===== src/rtl/hazard_stall_unit.sv =====
// Load-use / branch-operand stall sequencer and IF/ID flush control.
// Optional perf counters enabled by defining HAZARD_PERF_EN.
module hazard_stall_unit #(
  parameter int CNT_W = 2
`ifdef HAZARD_PERF_EN
  ,
  parameter int PERF_W = 32
`endif
) (
  input  logic       clk,
  input  logic       rst,
  input  logic [2:0] ID_JumpBranch,
  input  logic [4:0] ID_rsAddr,
  input  logic [4:0] ID_rtAddr,
  input  logic       ID_UseRs,
  input  logic       ID_UseRt,
  input  logic       ID_Taken,
  input  logic [4:0] EX_wrAddr,
  input  logic       EX_RegWrite,
  input  logic       EX_MemtoReg,
  input  logic [4:0] MEM_wrAddr,
  input  logic       MEM_MemtoReg,
  input  logic       ext_stall,
  output logic       PC_Write,
  output logic       IFID_Write,
  output logic       IFID_Flush,
  output logic       IDEX_Flush,
  output logic       PipeFreeze
`ifdef HAZARD_PERF_EN
  ,
  output logic [PERF_W-1:0] perf_stall_cnt,
  output logic [PERF_W-1:0] perf_flush_cnt
`endif
);

  localparam logic [2:0] JB_BEQ = 3'd1;
  localparam logic [2:0] JB_BNE = 3'd2;
  localparam logic [2:0] JB_JR  = 3'd3;
  localparam logic [2:0] JB_J   = 3'd4;
  localparam logic [2:0] JB_JAL = 3'd7;

  typedef enum logic {RUN, STALL} st_t;

  st_t              st, st_n;
  logic [CNT_W-1:0] rem, rem_n;
  logic [CNT_W-1:0] need;
  logic             ex_hit, mem_hit;
  logic             bj, cond_br, jump;
  logic             stall;

  function automatic logic hit(input logic [4:0] a,
                               input logic [4:0] rs,
                               input logic [4:0] rt,
                               input logic       use_rs,
                               input logic       use_rt);
    return (a != 5'd0) &&
           ((use_rs && (a == rs)) || (use_rt && (a == rt)));
  endfunction

  assign ex_hit  = hit(EX_wrAddr, ID_rsAddr, ID_rtAddr,
                       ID_UseRs, ID_UseRt);
  assign mem_hit = hit(MEM_wrAddr, ID_rsAddr, ID_rtAddr,
                       ID_UseRs, ID_UseRt);

  assign cond_br = (ID_JumpBranch == JB_BEQ) ||
                   (ID_JumpBranch == JB_BNE);
  assign bj      = cond_br || (ID_JumpBranch == JB_JR);
  assign jump    = (ID_JumpBranch == JB_J)  ||
                   (ID_JumpBranch == JB_JAL) ||
                   (ID_JumpBranch == JB_JR);

  // BJ resolves in ID, so it needs operands one stage earlier than ALU ops
  always_comb begin
    need = '0;
    if (EX_MemtoReg && ex_hit && bj)
      need = CNT_W'(2);
    else if (EX_MemtoReg && ex_hit)
      need = CNT_W'(1);
    else if (EX_RegWrite && !EX_MemtoReg && ex_hit && bj)
      need = CNT_W'(1);
    else if (MEM_MemtoReg && mem_hit && bj)
      need = CNT_W'(1);
  end

  always_comb begin
    st_n       = st;
    rem_n      = rem;
    stall      = 1'b0;
    PC_Write   = 1'b1;
    IFID_Write = 1'b1;
    IFID_Flush = 1'b0;
    IDEX_Flush = 1'b0;
    PipeFreeze = 1'b0;
    if (rst) begin
      PC_Write   = 1'b0;
      IFID_Write = 1'b0;
      IFID_Flush = 1'b1;
      IDEX_Flush = 1'b1;
    end else if (ext_stall) begin
      PC_Write   = 1'b0;
      IFID_Write = 1'b0;
      PipeFreeze = 1'b1;
    end else begin
      unique case (st)
        RUN: begin
          if (need != '0) begin
            stall = 1'b1;
            rem_n = need - CNT_W'(1);
            st_n  = (need > CNT_W'(1)) ? STALL : RUN;
          end else begin
            IFID_Flush = jump || (cond_br && ID_Taken);
          end
        end
        STALL: begin
          stall = 1'b1;
          rem_n = rem - CNT_W'(1);
          if (rem == CNT_W'(1))
            st_n = RUN;
        end
        default: st_n = RUN;
      endcase
      if (stall) begin
        PC_Write   = 1'b0;
        IFID_Write = 1'b0;
        IDEX_Flush = 1'b1;
      end
    end
  end

  always_ff @(posedge clk) begin
    if (rst) begin
      st  <= RUN;
      rem <= '0;
    end else begin
      st  <= st_n;
      rem <= rem_n;
    end
  end

`ifdef HAZARD_PERF_EN
  always_ff @(posedge clk) begin
    if (rst) begin
      perf_stall_cnt <= '0;
      perf_flush_cnt <= '0;
    end else if (!ext_stall) begin
      if (stall)
        perf_stall_cnt <= perf_stall_cnt + PERF_W'(1);
      if (IFID_Flush)
        perf_flush_cnt <= perf_flush_cnt + PERF_W'(1);
    end
  end
`endif

endmodule


===== config.mk =====
export PLATFORM = sky130hd
export DESIGN_NAME = hazard_stall_unit
export DESIGN_NICKNAME = d
export VERILOG_FILES = /design/src/rtl/hazard_stall_unit.sv
export SDC_FILE = /design/constraint.sdc
export NUM_CORES = 1
export LEC_CHECK = 0
export ABC_AREA = 0
export CAP_MARGIN = 0
export CORE_MARGIN = 10
export CORE_UTILIZATION = 38
export DETAILED_ROUTE_END_ITERATION = 8
export PLACE_DENSITY = 0.82
export REMOVE_ABC_BUFFERS = 1
export SYNTH_ARGS = -nofsm -noshare
export SYNTH_HDL_FRONTEND = slang
export SYNTH_SLANG_ARGS = --single-unit

===== constraint.sdc =====
create_clock -name clk -period 3.97 [get_ports clk]
set_input_delay 0.397 -clock clk [delete_from_list [all_inputs] [get_ports clk]]
set_output_delay 0.397 -clock clk [all_outputs]
set_load 0.05 [all_outputs]

### After elaboration in Yosys (flattened, before gate mapping)

Cells that the tools add are included.

* bits in read-only memories: 0
* memories kept: 0
* bits of input ports: 32
* bits in writable memories: 0
* flip-flop bits (word level): 3
* logic and storage cells: 70
* output and inout bits: 5
* latch bits: 0

* add/sub/neg operators: 2
* shifts and indexed selects: 0
* bitwise logic cells: 2
* order comparisons: 1
* mux-type cells: 26
* equal/unequal tests: 11
* reductions and logical operators: 26
* $mul: 0
* div/mod/pow operators: 0

Operator list (number)
* $mux 1: 21
* $eq 5x5->1: 4
* $logic_and 1x1->1: 14
* $reduce_bool 5->1: 2
* $logic_or 1x1->1: 7
* $eq 3x2->1 const B: 2
* $eq 3x3->1 const B: 2
* $mux 2: 2
* $pmux 1 s2: 2
* $pmux 2 s2: 1
* $sub 2x1->2 const B: 2
* $eq 3x1->1 const B: 1
* $eq 2x1->1 const B: 1
* $gt 2x1->1 const B: 1
* $ne 2x2->1 const B: 1
* $not 1->1: 2
* $reduce_and 2->1: 1
* $reduce_bool 2->1: 1
* $logic_not 1->1: 1

### Logic depth before layout (Yosys ltp)

Gate-level depths: netlist of run 1.

* word-level depth: 18
* mapped depth: 11
* gate-level depth less buffers: 11

### Worst setup path after synthesis of run 1

Ideal clock, no wire load.

* path type: input to output
* start: input MEM_wrAddr[1]
* end: output PC_Write
* cell stages on the path: 9
* path buffers: 1
* path slack: 0.711 ns
* arrival: 2.862 ns
* required time: 3.573 ns
* path through: or4_1 -> o21a_1 -> and3_4 -> a31o_1 -> nor2_1 -> ha_1 -> nand2_1 -> nor2_1 -> buf_4

* cells in the longest elaborated chain, start to end: 18
* elaborated cells between the ends (all ways): 21
* classes of those cells: eq/ne (2); mux (11); reduce/logical (8)

RTL lines
* start: declaration: line 21 `input logic [4:0] MEM_wrAddr,`
* $eq 5x5->1: line 57 `((use_rs && (a == rs)) || (use_rt && (a == rt)));`
* $logic_and 1x1->1: line 57
* $logic_or 1x1->1: line 57
* $logic_and 1x1->1 (*): line 56 `return (a != 5'd0) &&`
* $logic_and 1x1->1 (*) (2 in a row): line 81 `else if (MEM_MemtoReg && mem_hit && bj)`
* $mux 1 (*): line 81
* $mux 1 (*): line 79 `else if (EX_RegWrite && !EX_MemtoReg && ex_hit && bj)`
* $mux 1 (*): line 77 `else if (EX_MemtoReg && ex_hit)`
* $mux 2 (*): line 75 `if (EX_MemtoReg && ex_hit && bj)`
* $reduce_bool 2->1 (*): line 106 `if (need != '0) begin`
* $mux 1 (*): line 106
* $pmux 1 s2 (*): line 104 `unique case (st)`
* $mux 1 (*): line 99 `end else if (ext_stall) begin`
* $mux 1 (*): line 94 `if (rst) begin`
* $mux 1 (*) (3 in a row)
* end: declaration: line 24 `output logic PC_Write,`

Every way passes the cells marked *; elsewhere a longest branch is shown, timed or not. The select of a mux whose other input is x is not followed.

### Worst setup path after layout of run 1

* start: input EX_wrAddr[1]
* end: output IFID_Flush

* cells in the longest elaborated chain, start to end: 14
* elaborated cells between the ends (all ways): 19
* classes of those cells: eq/ne (2); mux (7); reduce/logical (10)

RTL lines
* start: declaration: line 18 `input logic [4:0] EX_wrAddr,`
* $eq 5x5->1: line 57
* $logic_and 1x1->1: line 57
* $logic_or 1x1->1: line 57
* $logic_and 1x1->1 (*): line 56
* $logic_and 1x1->1 (2 in a row): line 79
* $mux 1: line 79
* $mux 1: line 77
* $mux 2 (*): line 75
* $reduce_bool 2->1 (*): line 106
* $mux 1 (*): line 106
* $mux 1 (*): line 104
* $mux 1 (*): line 99
* $mux 1 (*): line 94
* end: declaration: line 26 `output logic IFID_Flush,`

Every way passes the cells marked *; elsewhere a longest branch is shown, timed or not.

==> reports/metrics.cfg, run 1 <==
[clocking]
clk_pin_slew_ns=0.04
cts_root_buf=clkbuf_4
hold_buffers=0
ctsResizeCount=0
cts_tree=yes
cts_made_buffers=3
cts_buffer_depth=2
clock-sinks=3
htree_levels=1
clk_latency_ns=0.23
cts_setup_buffers=0

[finish]
multi_input_area_sq_um=480
drive_gt1_frac=0.0948
n_fill_cell=127
nets=151
syn_to_final_growth_pct=69.4
seq_area_sq_um=60.1
antenna_cells=0

[global_route]
grt_pass1_vias=761
grt_max_degree=9
antenna_found_initial=0
grt-ovfl-total=0
grt_util_all_layers=0.117
grt_pass1_wl_microns=3260

[sta]
min_period_over_period=0.864
rsz0062_at_grt=no
tightestPinTransition_ns=0.499
finClkSkew_ns=0.000709
hold_viol_final=0
finalMaxSlewViolations=0
post-route-min-period_ns=3.43
finalSetupTns_ns=0
maxSlewHeadroom=0.666
setup_violations=0
fmax_ghz=0.291

[detailed_routing]
vias=675
routedWlPerCell_microns=15.3
dr.max_layer_used=met4
drc=0
final_antenna_net_count=0
wl_met3_microns=202
wl_met2_microns=991
dr.pass1.iters=4
viasPerCell=5.15
wirelength_microns=2000
drt_iter0_drc=10
wl_met1_microns=794

[worst_setup_path]
critPathArrivalTime_ns=3.03
max_stage_delay_ns=0.48
path_class=input pin to output port
crit-reg2reg-launch=rem[1]
cp-start-kind=input pin
r2r_setup_slack_ns=2.86
regToRegEndpoint=rem[1]
slowest_stage=clkdlybuf4s50_1
end_kind=output port
cp_max_fo=5
crit_path_frequent_cell=a21oi_1
cp_data_required_time_ns=3.57
crit_chain=clkdlybuf4s50_1 > xor2_1 > nor4_1 > nand3_1 > a21oi_1 > mux2i_1 > nor2_1 > ha_1 > nand2_1 > a21oi_1 > or2_2 > buf_4
rr_worst_depth=4

[logic_synthesis]
syn_area_per_cell_sq_um=7.26
synth_cells=77
yosys_warnings=0
syn_area_sq_um=559
post_synth_num_cell_types=28
synth_xor_area_frac=0.313
synthAdderAreaFrac=0.0447
synthMuxAreaShare=0.0179
seq_area_frac_synth=0.107
ys_ff_latch=3
yosys.area_share.simple=0.293
synth_compound_area_frac=0.190
synth_top_family_by_area=XOR/XNOR gates

[hold_path]
hold_depth=2
hp-start=rem[1]
hold_path.class=flop to flop
holdPathEnd=rem[1]

[die]
io_pins=37
core-area_sq_um=1350
die_area_sq_um=3410
initial_core_util=0.414
die_width_microns=58.4
rows=13
die_h_microns=58.4

[placement]
io_buffer_count=36
hpwl_microns=1740
gp_congestion=0.879

[job]
max_cap_violations=0

[power]
peakVddDrop_mv=0.192
powerDensity_nw_per_um2=186
p_leak_uw=0.000333
p_total_uw=176

[run_status]
status=finished clean

## flip-flops by register name (all words and copies together), names as in the netlist
register and cells:
st 1, rem 2
## final cells by class
cell class | instances | share of cell area
Clock buffer | 4 | 0.0277
Tap cell | 15 | 0.0198
Timing Repair Buffer | 36 | 0.370
Inverter | 3 | 0.0119
Sequential cell | 3 | 0.0634
Multi-Input combinational cell | 70 | 0.507
## stage by stage
step	std cells	util	area, sq um	worst slack (ns)	hold slack (ns)
after floorplan	76	-	552	0.471	0.470
after global placement	127	0.682	921	0.584	0.512
after detailed placement	127	0.682	921	0.545	0.533
after CTS	131	0.702	947	0.535	0.538
after global routing	131	0.702	947	0.358	0.547
final	131	0.702	947	0.539	0.522
## how the worst max path moves through the flow
stage	from	end	slack, ns	depth (start not counted)
2_1_floorplan	MEM_wrAddr[1]	IFID_Write	0.47	8
3_3_place_gp	ID_rtAddr[1]	IFID_Flush	0.58	12
3_5_place_dp	EX_wrAddr[1]	IFID_Flush	0.54	12
4_1_cts	EX_wrAddr[1]	IFID_Flush	0.53	12
5_1_grt	EX_wrAddr[1]	IFID_Flush	0.36	12
6_report	EX_wrAddr[1]	IFID_Flush	0.54	12
## Yosys cell counts
cell / count / area (sq um)
inv_1: 3 / 11.3
a2111oi_0: 1 / 8.76
o21a_1: 1 / 7.51
xor2_1: 8 / 70.1
or4_1: 2 / 15.0
nand2_1: 5 / 18.8
o21ai_0: 3 / 15.0
buf_4: 1 / 7.51
a31o_1: 1 / 8.76
a41oi_1: 1 / 8.76
and3_4: 1 / 11.3
or2_2: 2 / 12.5
nand3_1: 4 / 20.0
o22ai_1: 1 / 6.26
nor4_1: 2 / 12.5
nor3_1: 2 / 10.0
a211oi_1: 1 / 7.51
nor3b_1: 1 / 7.51
a22oi_1: 1 / 7.51
dfxtp_1: 3 / 60.1
nor2_1: 10 / 37.5
nand4_1: 2 / 12.5
o32ai_2: 1 / 16.3
mux2i_1: 1 / 10.0
xnor2_1: 12 / 105
ha_1: 2 / 25.0
nor2b_1: 1 / 6.26
a21oi_1: 4 / 20.0
## cell families after synthesis
logic type | count (synthesis)
AOI/OAI and AO/OA | 15
and+or+nand+nor | 32
adders and majority gates | 2
buffers and inverters | 4
muxes | 1
DFF | 3
xor gates and xnor gates | 20
## report_power, final
part | total [uW] | internal, uW | switching [uW]
logic | 92.5 | 49.4 | 43.2
registers | 31.1 | 30.8 | 0.276
clock network | 52.9 | 37.6 | 15.2
## layer usage
layer / up-vias / GRT usage
met5: - / 0
met4: 0 / 0.0537
met3: 2 / 0.0558
met2: 26 / 0.212
met1: 291 / 0.107
li1: 356 / -
## worst max-delay path, delay by kind of cell
kind | cells | cell delay (ns)
compound gates | 2 | 0.35
xor+xnor | 1 | 0.17
fa+ha+maj | 1 | 0.25
buf+inv | 2 | 0.67
mux | 1 | 0.30
simple gates | 5 | 0.88
## cell usage in the layout (no fill, tap or decap), types with 2 or more instances in the layout
| cell type | synthesis | final |
|---|---|---|
| a21oi_1 | 4 | 4 |
| buf_4 | 1 | 4 |
| clkbuf_4 | 0 | 3 |
| clkdlybuf4s50_1 | 0 | 32 |
| dfxtp_1 | 3 | 3 |
| ha_1 | 2 | 2 |
| inv_1 | 3 | 3 |
| nand2_1 | 5 | 5 |
| nand3_1 | 4 | 4 |
| nand4_1 | 2 | 2 |
| nor2_1 | 10 | 10 |
| nor3_1 | 2 | 2 |
| nor4_1 | 2 | 2 |
| o21ai_0 | 3 | 3 |
| or2_2 | 2 | 2 |
| or4_1 | 2 | 2 |
| xnor2_1 | 12 | 12 |
| xor2_1 | 8 | 8 |
Power figures use the tool's default switching activity.
==> inputs of run 2 (changes only) <==
--- a/config.mk
+++ b/config.mk
@@ -12,6 +12,7 @@
 export DETAILED_ROUTE_END_ITERATION = 8
 export PLACE_DENSITY = 0.82
 export REMOVE_ABC_BUFFERS = 1
+export SETUP_SLACK_MARGIN = 0.05
 export SYNTH_ARGS = -nofsm -noshare
 export SYNTH_HDL_FRONTEND = slang
 export SYNTH_SLANG_ARGS = --single-unit
==> results of run 2 <==
No change in the layout: final DEF, timing and power equal those of run 1.
